$ cat src/rtl/regfile_arb_pkg.sv
// -----------------------------------------------------------------------------
// regfile_arb_pkg
// Shared types and default constants for the two-master register-file
// arbiter (regfile_arbiter) and its winner-selection sub-block (rr_arbiter2).
//   DATA_W_DEF / ADDR_W_DEF : default word and address widths (16 / 3)
//   state_t                 : sequencer states IDLE, ISSUE, WAIT, DONE
//   gnt_t                   : grant index, 0 = master 0, 1 = master 1
// -----------------------------------------------------------------------------
package regfile_arb_pkg;

    localparam int DATA_W_DEF = 16;
    localparam int ADDR_W_DEF = 3;

    typedef enum logic [1:0] {
        IDLE  = 2'd0,
        ISSUE = 2'd1,
        WAIT  = 2'd2,
        DONE  = 2'd3
    } state_t;

    typedef logic gnt_t;

    // The master that did not win; round-robin hands priority to it.
    function automatic gnt_t other_master(input gnt_t g);
        return ~g;
    endfunction

endpackage

$ cat src/rtl/rr_arbiter2.sv
// -----------------------------------------------------------------------------
// rr_arbiter2
// Two-way winner selection for regfile_arbiter. The selection is purely
// combinational; the only state is the one-bit priority pointer.
// Build option: REGFILE_ARB_FIXED_PRIO_EN
//   undefined (default) : round-robin, the pointer's master wins a tie and the
//                         pointer moves to the loser after every grant
//   defined             : fixed priority, master 0 wins any tie, no pointer
// Ports:
//   CLK, RST   clock and synchronous active-high reset (pointer -> master 0)
//   req0/req1  requests currently presented
//   advance    a grant is being taken this cycle; moves the pointer
//   gnt_valid  at least one request present
//   gnt_idx    index of the winning master
// -----------------------------------------------------------------------------
module rr_arbiter2
    import regfile_arb_pkg::*;
(
    input  logic CLK,
    input  logic RST,
    input  logic req0,
    input  logic req1,
    input  logic advance,
    output logic gnt_valid,
    output gnt_t gnt_idx
);

`ifdef REGFILE_ARB_FIXED_PRIO_EN

    // No state in this variant; the clock, reset and advance inputs stay on the
    // port list so both builds share one instantiation.
    logic unused_ok;
    assign unused_ok = &{1'b0, CLK, RST, advance};

    always_comb begin
        gnt_valid = req0 | req1;
        gnt_idx   = req0 ? 1'b0 : 1'b1;
    end

`else

    gnt_t ptr;

    // NOTE: sequential state uses non-blocking assignments so every register
    // samples the pre-edge values regardless of process evaluation order.
    always_ff @(posedge CLK) begin
        if (RST) begin
            ptr <= 1'b0;
        end else if (advance) begin
            ptr <= other_master(gnt_idx);
        end
    end

    // NOTE: each output is assigned a default at the top of the block, so no
    // path through the if/else leaves it unassigned and no latch is inferred.
    always_comb begin
        gnt_valid = req0 | req1;
        gnt_idx   = 1'b0;
        if (req0 && req1) begin
            gnt_idx = ptr;
        end else if (req1) begin
            gnt_idx = 1'b1;
        end
    end

`endif

endmodule

$ cat src/rtl/regfile_arbiter.sv
// -----------------------------------------------------------------------------
// regfile_arbiter
// Arbitrates read/write transactions from two masters onto the single port of
// an 8 x 16 register file. One transaction at a time: IDLE picks a winner and
// latches its payload, ISSUE pulses exactly one of rf_wr_en / rf_rd_en, WAIT
// (reads only) captures the registered read data, DONE pulses the winner's ack.
// Every output is a register. Build option REGFILE_ARB_FIXED_PRIO_EN selects
// fixed master-0 priority inside rr_arbiter2 instead of round-robin.
// Ports:
//   CLK, RST            clock, synchronous active-high reset
//   req/we/addr/wdata0  master 0 request, 1=write, address, write data
//   req/we/addr/wdata1  master 1 request, 1=write, address, write data
//   ack0/ack1           one-cycle completion pulse to the granted master
//   rdata0/rdata1       last read result per master, held between reads
//   rf_wr_en/rf_rd_en   register-file enables, one cycle per transaction
//   rf_addr/rf_wr_data  register-file address and write data
//   rf_rd_data          register-file read data, valid the cycle after rf_rd_en
// -----------------------------------------------------------------------------
module regfile_arbiter
    import regfile_arb_pkg::*;
#(
    parameter int DATA_W = DATA_W_DEF,
    parameter int ADDR_W = ADDR_W_DEF
) (
    input  logic              CLK,
    input  logic              RST,
    input  logic              req0,
    input  logic              we0,
    input  logic [ADDR_W-1:0] addr0,
    input  logic [DATA_W-1:0] wdata0,
    input  logic              req1,
    input  logic              we1,
    input  logic [ADDR_W-1:0] addr1,
    input  logic [DATA_W-1:0] wdata1,
    output logic              ack0,
    output logic              ack1,
    output logic [DATA_W-1:0] rdata0,
    output logic [DATA_W-1:0] rdata1,
    output logic              rf_wr_en,
    output logic              rf_rd_en,
    output logic [ADDR_W-1:0] rf_addr,
    output logic [DATA_W-1:0] rf_wr_data,
    input  logic [DATA_W-1:0] rf_rd_data
);

    state_t            state, state_nxt;
    gnt_t              gnt, gnt_nxt;
    logic              lat_we, lat_we_nxt;
    logic              ack0_nxt, ack1_nxt;
    logic [DATA_W-1:0] rdata0_nxt, rdata1_nxt;
    logic              rf_wr_en_nxt, rf_rd_en_nxt;
    logic [ADDR_W-1:0] rf_addr_nxt;
    logic [DATA_W-1:0] rf_wr_data_nxt;

    logic              arb_valid;
    gnt_t              arb_idx;
    logic              arb_advance;

    logic              sel_we;
    logic [ADDR_W-1:0] sel_addr;
    logic [DATA_W-1:0] sel_wdata;

    // Requests are only looked at in IDLE, so a request held through a foreign
    // transaction is simply seen again at the next IDLE.
    assign arb_advance = (state == IDLE) && arb_valid;

    rr_arbiter2 u_arb (
        .CLK       (CLK),
        .RST       (RST),
        .req0      (req0),
        .req1      (req1),
        .advance   (arb_advance),
        .gnt_valid (arb_valid),
        .gnt_idx   (arb_idx)
    );

    assign sel_we    = arb_idx ? we1    : we0;
    assign sel_addr  = arb_idx ? addr1  : addr0;
    assign sel_wdata = arb_idx ? wdata1 : wdata0;

    // rf_addr / rf_wr_data double as the latched payload: they are loaded on
    // acceptance and held, so later payload changes by the master are ignored.
    always_comb begin
        state_nxt      = state;
        gnt_nxt        = gnt;
        lat_we_nxt     = lat_we;
        ack0_nxt       = 1'b0;
        ack1_nxt       = 1'b0;
        rdata0_nxt     = rdata0;
        rdata1_nxt     = rdata1;
        rf_wr_en_nxt   = 1'b0;
        rf_rd_en_nxt   = 1'b0;
        rf_addr_nxt    = rf_addr;
        rf_wr_data_nxt = rf_wr_data;

        case (state)
            IDLE: begin
                if (arb_valid) begin
                    state_nxt      = ISSUE;
                    gnt_nxt        = arb_idx;
                    lat_we_nxt     = sel_we;
                    rf_addr_nxt    = sel_addr;
                    rf_wr_data_nxt = sel_wdata;
                    // Enables are registered, so they are set on entry to
                    // ISSUE and are high for exactly that one cycle.
                    rf_wr_en_nxt   = sel_we;
                    rf_rd_en_nxt   = ~sel_we;
                end
            end
            ISSUE: begin
                if (lat_we) begin
                    state_nxt = DONE;
                    ack0_nxt  = (gnt == 1'b0);
                    ack1_nxt  = (gnt == 1'b1);
                end else begin
                    state_nxt = WAIT;
                end
            end
            WAIT: begin
                // rf_rd_data is valid in this cycle; it lands in the winner's
                // rdata together with the ack, the other master's is untouched.
                state_nxt = DONE;
                if (gnt) begin
                    rdata1_nxt = rf_rd_data;
                    ack1_nxt   = 1'b1;
                end else begin
                    rdata0_nxt = rf_rd_data;
                    ack0_nxt   = 1'b1;
                end
            end
            DONE: begin
                state_nxt = IDLE;
            end
            default: begin
                state_nxt = IDLE;
            end
        endcase
    end

    always_ff @(posedge CLK) begin
        if (RST) begin
            state      <= IDLE;
            gnt        <= 1'b0;
            lat_we     <= 1'b0;
            ack0       <= 1'b0;
            ack1       <= 1'b0;
            rdata0     <= '0;
            rdata1     <= '0;
            rf_wr_en   <= 1'b0;
            rf_rd_en   <= 1'b0;
            rf_addr    <= '0;
            rf_wr_data <= '0;
        end else begin
            state      <= state_nxt;
            gnt        <= gnt_nxt;
            lat_we     <= lat_we_nxt;
            ack0       <= ack0_nxt;
            ack1       <= ack1_nxt;
            rdata0     <= rdata0_nxt;
            rdata1     <= rdata1_nxt;
            rf_wr_en   <= rf_wr_en_nxt;
            rf_rd_en   <= rf_rd_en_nxt;
            rf_addr    <= rf_addr_nxt;
            rf_wr_data <= rf_wr_data_nxt;
        end
    end

endmodule

$ cat config.mk
export PLATFORM = sky130hd
export DESIGN_NAME = regfile_arbiter
export DESIGN_NICKNAME = d
export VERILOG_FILES = /design/src/rtl/regfile_arb_pkg.sv /design/src/rtl/rr_arbiter2.sv /design/src/rtl/regfile_arbiter.sv
export SDC_FILE = /design/constraint.sdc
export NUM_CORES = 1
export LEC_CHECK = 0
export ABC_AREA = 0
export BUFFER_PORTS_ARGS = -buffer_cell sky130_fd_sc_hd__clkbuf_2
export CORE_AREA = 3 3 88 90
export DETAILED_ROUTE_END_ITERATION = 8
export DIE_AREA = 0 0 91 93
export GPL_TIMING_DRIVEN = 0
export SLEW_MARGIN = 20
export SYNTH_ARGS = -nofsm -noshare
export SYNTH_HDL_FRONTEND = slang
export SYNTH_HIERARCHICAL = 1
export SYNTH_SLANG_ARGS = --single-unit
$ cat constraint.sdc
create_clock -name CLK -period 3.9 [get_ports CLK]
set_clock_uncertainty 0.1 [all_clocks]
set_input_delay 0.39 -clock CLK [delete_from_list [all_inputs] [get_ports CLK]]
set_output_delay 0.39 -clock CLK [all_outputs]
set_load 0.03 [all_outputs]
---- Yosys cells after proc, flatten, opt, wreduce, memory -nomap -nowiden ----
Index checks and enable logic that the tools add are counted.
storage, ports and cells
  bits in registers ....................... 60
  input bits .............................. 60
  output and inout port bits .............. 55
  word-level logic and storage cells ...... 43
operators by class
  bitwise logic cells ..................... 6
  muxes and demuxes ....................... 14
  equal/unequal tests ..................... 4
  reduce and logical (&&, ||, !) cells .... 7
operators with widths
  kind                                                  number
  two-way mux 16 bit                                    1
  two-way mux 1 bit                                     8
  one-hot mux 2 bit (4 select lines)                    1
  AND reduction 2 bit                                   3
  NOT 1 bit                                             5
  equality test 2 bit (second input constant)           2
  one-hot mux 1 bit (2 select lines)                    2
  two-way mux 3 bit                                     1
  OR reduction 3 bit                                    1
  equality test 2 x 1 -> 1 bit (second input constant)  1
  logical AND 1 bit                                     2
  logical NOT 2 bit                                     1
  two-way mux 2 bit                                     1
  != test 2 bit (second input constant)                 1
  OR 1 bit                                              1

---- Longest topological paths before layout ----
  word-level depth ........................ 4
  mapped depth ............................ 7

---- By module ----
The synthesis kept the hierarchy.
by module, submodules not included
  module           seq. area each (µm²)  cells an instance  area an instance (µm²)  times used
  regfile_arbiter  1,181.1               261                2,383.5                 1
  rr_arbiter2      20.0                  6                  66.3                    1

---- Worst setup path after synthesis ----
Ideal clock, no wire load.
  path kind ............................... input -> register
  start ................................... in req1
  end ..................................... reg u_arb.ptr
  required time ........................... 3.666 ns
  data arrival time ....................... 1.197 ns
  stages .................................. 6
  setup slack ............................. 2.470 ns
  path through ............................ or2_2 nand2_1 inv_2 buf_2 nor2_1 a311oi_2
RTL lines
  item                  RTL line               text
  from (decl)           regfile_arbiter.sv:31  input logic req1,
  OR 1 bit              rr_arbiter2.sv:57      gnt_valid = req0 | req1;
  logical AND 1 bit     regfile_arbiter.sv:65  assign arb_advance = (state == IDLE) && arb_valid;
  net arb_advance       regfile_arbiter.sv:57  logic arb_advance;
  to (signal assigned)  rr_arbiter2.sv:50      ptr <= other_master(gnt_idx);
  to (decl)             rr_arbiter2.sv:42      gnt_t ptr;
The timed path passes the listed nets, and every way through them passes these cells.
A chain may end at the register's enable or synchronous reset.

---- Worst setup path after layout ----
  start ................................... reg state[0]
  end ..................................... reg u_arb.ptr
between the ends
  cells in the longest elaborated chain, start to end .. 2
ends and longest elaborated chain
  item                    RTL line                text
  from (decl)             regfile_arbiter.sv:46   state_t state, state_nxt;
  from (signal assigned)  regfile_arbiter.sv:154  state <= state_nxt;
  logical NOT 2 bit       regfile_arbiter.sv:65
  logical AND 1 bit       regfile_arbiter.sv:65
  net arb_advance         regfile_arbiter.sv:57
The timed path passes the listed nets, and every way through them passes these cells.

==> impl_metrics.json <==
{
  "status": "complete, no violations",
  "fin_cells": 496,
  "numCtsBuffers": 9,
  "hold_path_class": "in -> reg",
  "diodes": 0,
  "worstPathRequired_ps": 4050,
  "grt_start_max_net_pins": 12,
  "ir_drop_mv": 0.359,
  "synth_top_area_cell": "dfxtp_1",
  "fillers": 746,
  "syn_avg_cell_area_um2": 9.18,
  "ys_seq_area_share_pct": 49.0,
  "postCtsSetupBuffers": 0,
  "grt_use_total_pct": 14.1,
  "clkTransAtPathRegs_ps": 70,
  "ios": 115,
  "drive_gt1_share_pct": 40.3,
  "layout.nets": 456,
  "dpl.hpwl_mm": 4.55,
  "num_vias": 2207,
  "ys_seq_elements": 60,
  "die_y_um": 93,
  "gp_congestion": 0.728,
  "synthesis.area_um2": 2450,
  "multi_input_area_um2": 1070,
  "period_share_pct": 41.1,
  "tightest_slew_ps": 472,
  "hold_buffers": 0,
  "rsz0062_at_grt": "false",
  "setup_tns_ps": 0,
  "cp-end-kind": "flop",
  "cp-start-kind": "flop",
  "final-hold-violation-count": 0,
  "slew_violations": 0,
  "relSlewSlack_pct": 68.5,
  "cp_data_arrival_time_ps": 1750,
  "fp.dieW_um": 91,
  "grt-busiest-layer": "met2",
  "rows": 31,
  "yosysUniqueCellTypes": 29,
  "drt_pre_antenna_iters": 4,
  "power_leakage_uw": 0.00149,
  "grt_pass1_vias": 2084,
  "antenna_found_initial": 0,
  "powerDensity_nw_per_um2": 678,
  "grt_util_met3_pct": 4.75,
  "dp.cells": 480,
  "clockBufferDepth": 2,
  "first_iter_violations": 83,
  "cts.sinks": 60,
  "ys_warn_count": 6,
  "cts_root_buffer": "clkbuf_8",
  "cp_max_fo": 11,
  "ant_nets": 0,
  "crit_type": "reg -> reg",
  "seqCellArea_um2": 1200,
  "layout_min_cycle_time_ps": 1600,
  "syn-instance-count": 267,
  "synthTopCellsByArea": "dfxtp_1 (49%), nand2_1 (10%), mux2i_1 (8.6%)",
  "via_per_inst": 4.45,
  "cts_tree": "done",
  "insertion_delay_ps": 330,
  "grt_first_pass_wirelength_mm": 9.52,
  "synth_top_area_share_pct": 49.0,
  "cts_resized": 0,
  "met1_usage_pct": 17.9,
  "portBuffers": 114,
  "holdPathStages": 3,
  "route.detailed.drc": 0,
  "syn_nets": 331,
  "wire_per_inst_um": 11.9,
  "core_area_um2": 7140,
  "area_growth_syn_to_layout_pct": 35.6,
  "grtUsageMet2_pct": 21.5,
  "globalRouteOverflowTotal": 0,
  "r2r_cells": 7,
  "r2r_slack_ps": 2300,
  "dieArea_um2": 8460,
  "start_util_pct": 34.3,
  "drv_cap": 0,
  "routed_wl_mm": 5.89,
  "cts.htree.levels": 3,
  "max_freq_mhz": 623,
  "setup_viol": 0
}
[power breakdown]
part | total, uW | internal (uW) | switching (uW)
sequential | 830 | 754 | 75.5
combinational | 929 | 328 | 601
clock | 493 | 246 | 247
total | 2250 | 1330 | 923
[worst paths after layout]
check	startpoint	to
setup / recovery	state[0]	u_arb/ptr
hold / removal	rf_rd_data[11]	rdata0[11]
setup reg to reg	state[0]	u_arb/ptr
hold reg to reg	rdata1[0]	rdata1[0]
[sequential cells by signal (all words and copies together), names as in the netlist]
signal      count
ack0            1
ack1            1
gnt             1
lat_we          1
rdata0         16
rdata1         16
rf_addr         3
rf_rd_en        1
rf_wr_data     16
rf_wr_en        1
state           2
u_arb/ptr       1
[layout by cell type (no fill, tap or decap), drive strengths merged, types with 2 or more instances in the layout]
cell type / n
a211oi: 21
a21oi: 34
and2: 2
buf: 17
clkbuf: 127
clkinv: 5
dfxtp: 60
ha: 4
inv: 3
mux2i: 21
nand2: 68
nand2b: 3
nor2: 22
[critical path, cell delays in order, from the launching register on]
cell and delay (ps):
dfxtp_1 310, inv_1 130, ha_1 190, nand2_1 120, inv_2 120, buf_2 250
nor2_1 80, a311oi_2 230
[synthesized netlist by cell type, drive strengths merged]
| library cell | number |
|---|---|
| nor2b | 1 |
| o21ai | 1 |
| a311oi | 1 |
| nand2b | 3 |
| ha | 4 |
| a211oi | 21 |
| dfxtp | 60 |
| a21oi | 34 |
| a221oi | 1 |
| clkbuf | 3 |
| nor3b | 1 |
| and4bb | 1 |
| inv | 3 |
| nand2 | 68 |
| or2 | 1 |
| nor3 | 1 |
| buf | 17 |
| nor2 | 22 |
| and2 | 2 |
| nor4b | 1 |
| mux2i | 21 |
[kinds of logic (layout without fill, tap and decap cells)]
kind of cell               after synthesis  count (layout)  synth area share [%]
DFF                                     60              60                  49.0
muxes                                   21              21                  8.58
AOI/OAI and AO/OA                       58              58                  15.6
and+or+nand+nor                        101             101                  17.3
adders and majority gates                4               4                  2.04
buffers and inverters                   23             153                  7.41
[stage by stage]
stage / area (um2) / power (uW) / util [%] / worst slack (ps) / hold WS, ps
floorplan: 2450 / 1520 / - / 2470 / 358
global placement: 3140 / 1760 / 44.1 / 2240 / 344
detailed placement: 3140 / 1780 / 44.1 / 2220 / 346
CTS: 3320 / 2280 / 46.5 / 2290 / 172
global route: 3320 / 2400 / 46.5 / 2150 / 180
finish: 3320 / 2250 / 46.5 / 2300 / 188
[cell type report]
cell class	count	share of cell area, %
inverter	3	0.339
sequential	60	36.2
clock inverter	6	1.21
multi-input combinational	184	32.1
tap	99	3.73
timing repair buffer	114	17.2
buffer	20	5.12
clock buffer	10	4.14
[layer usage]
layer | routed length (um) | vias to the layer above
met3 | 532 | 11
met5 | 0 | -
met4 | 112 | 0
met1 | 2740 | 946
li1 | - | 1155
met2 | 2500 | 95
Power figures use the tool's default switching activity.
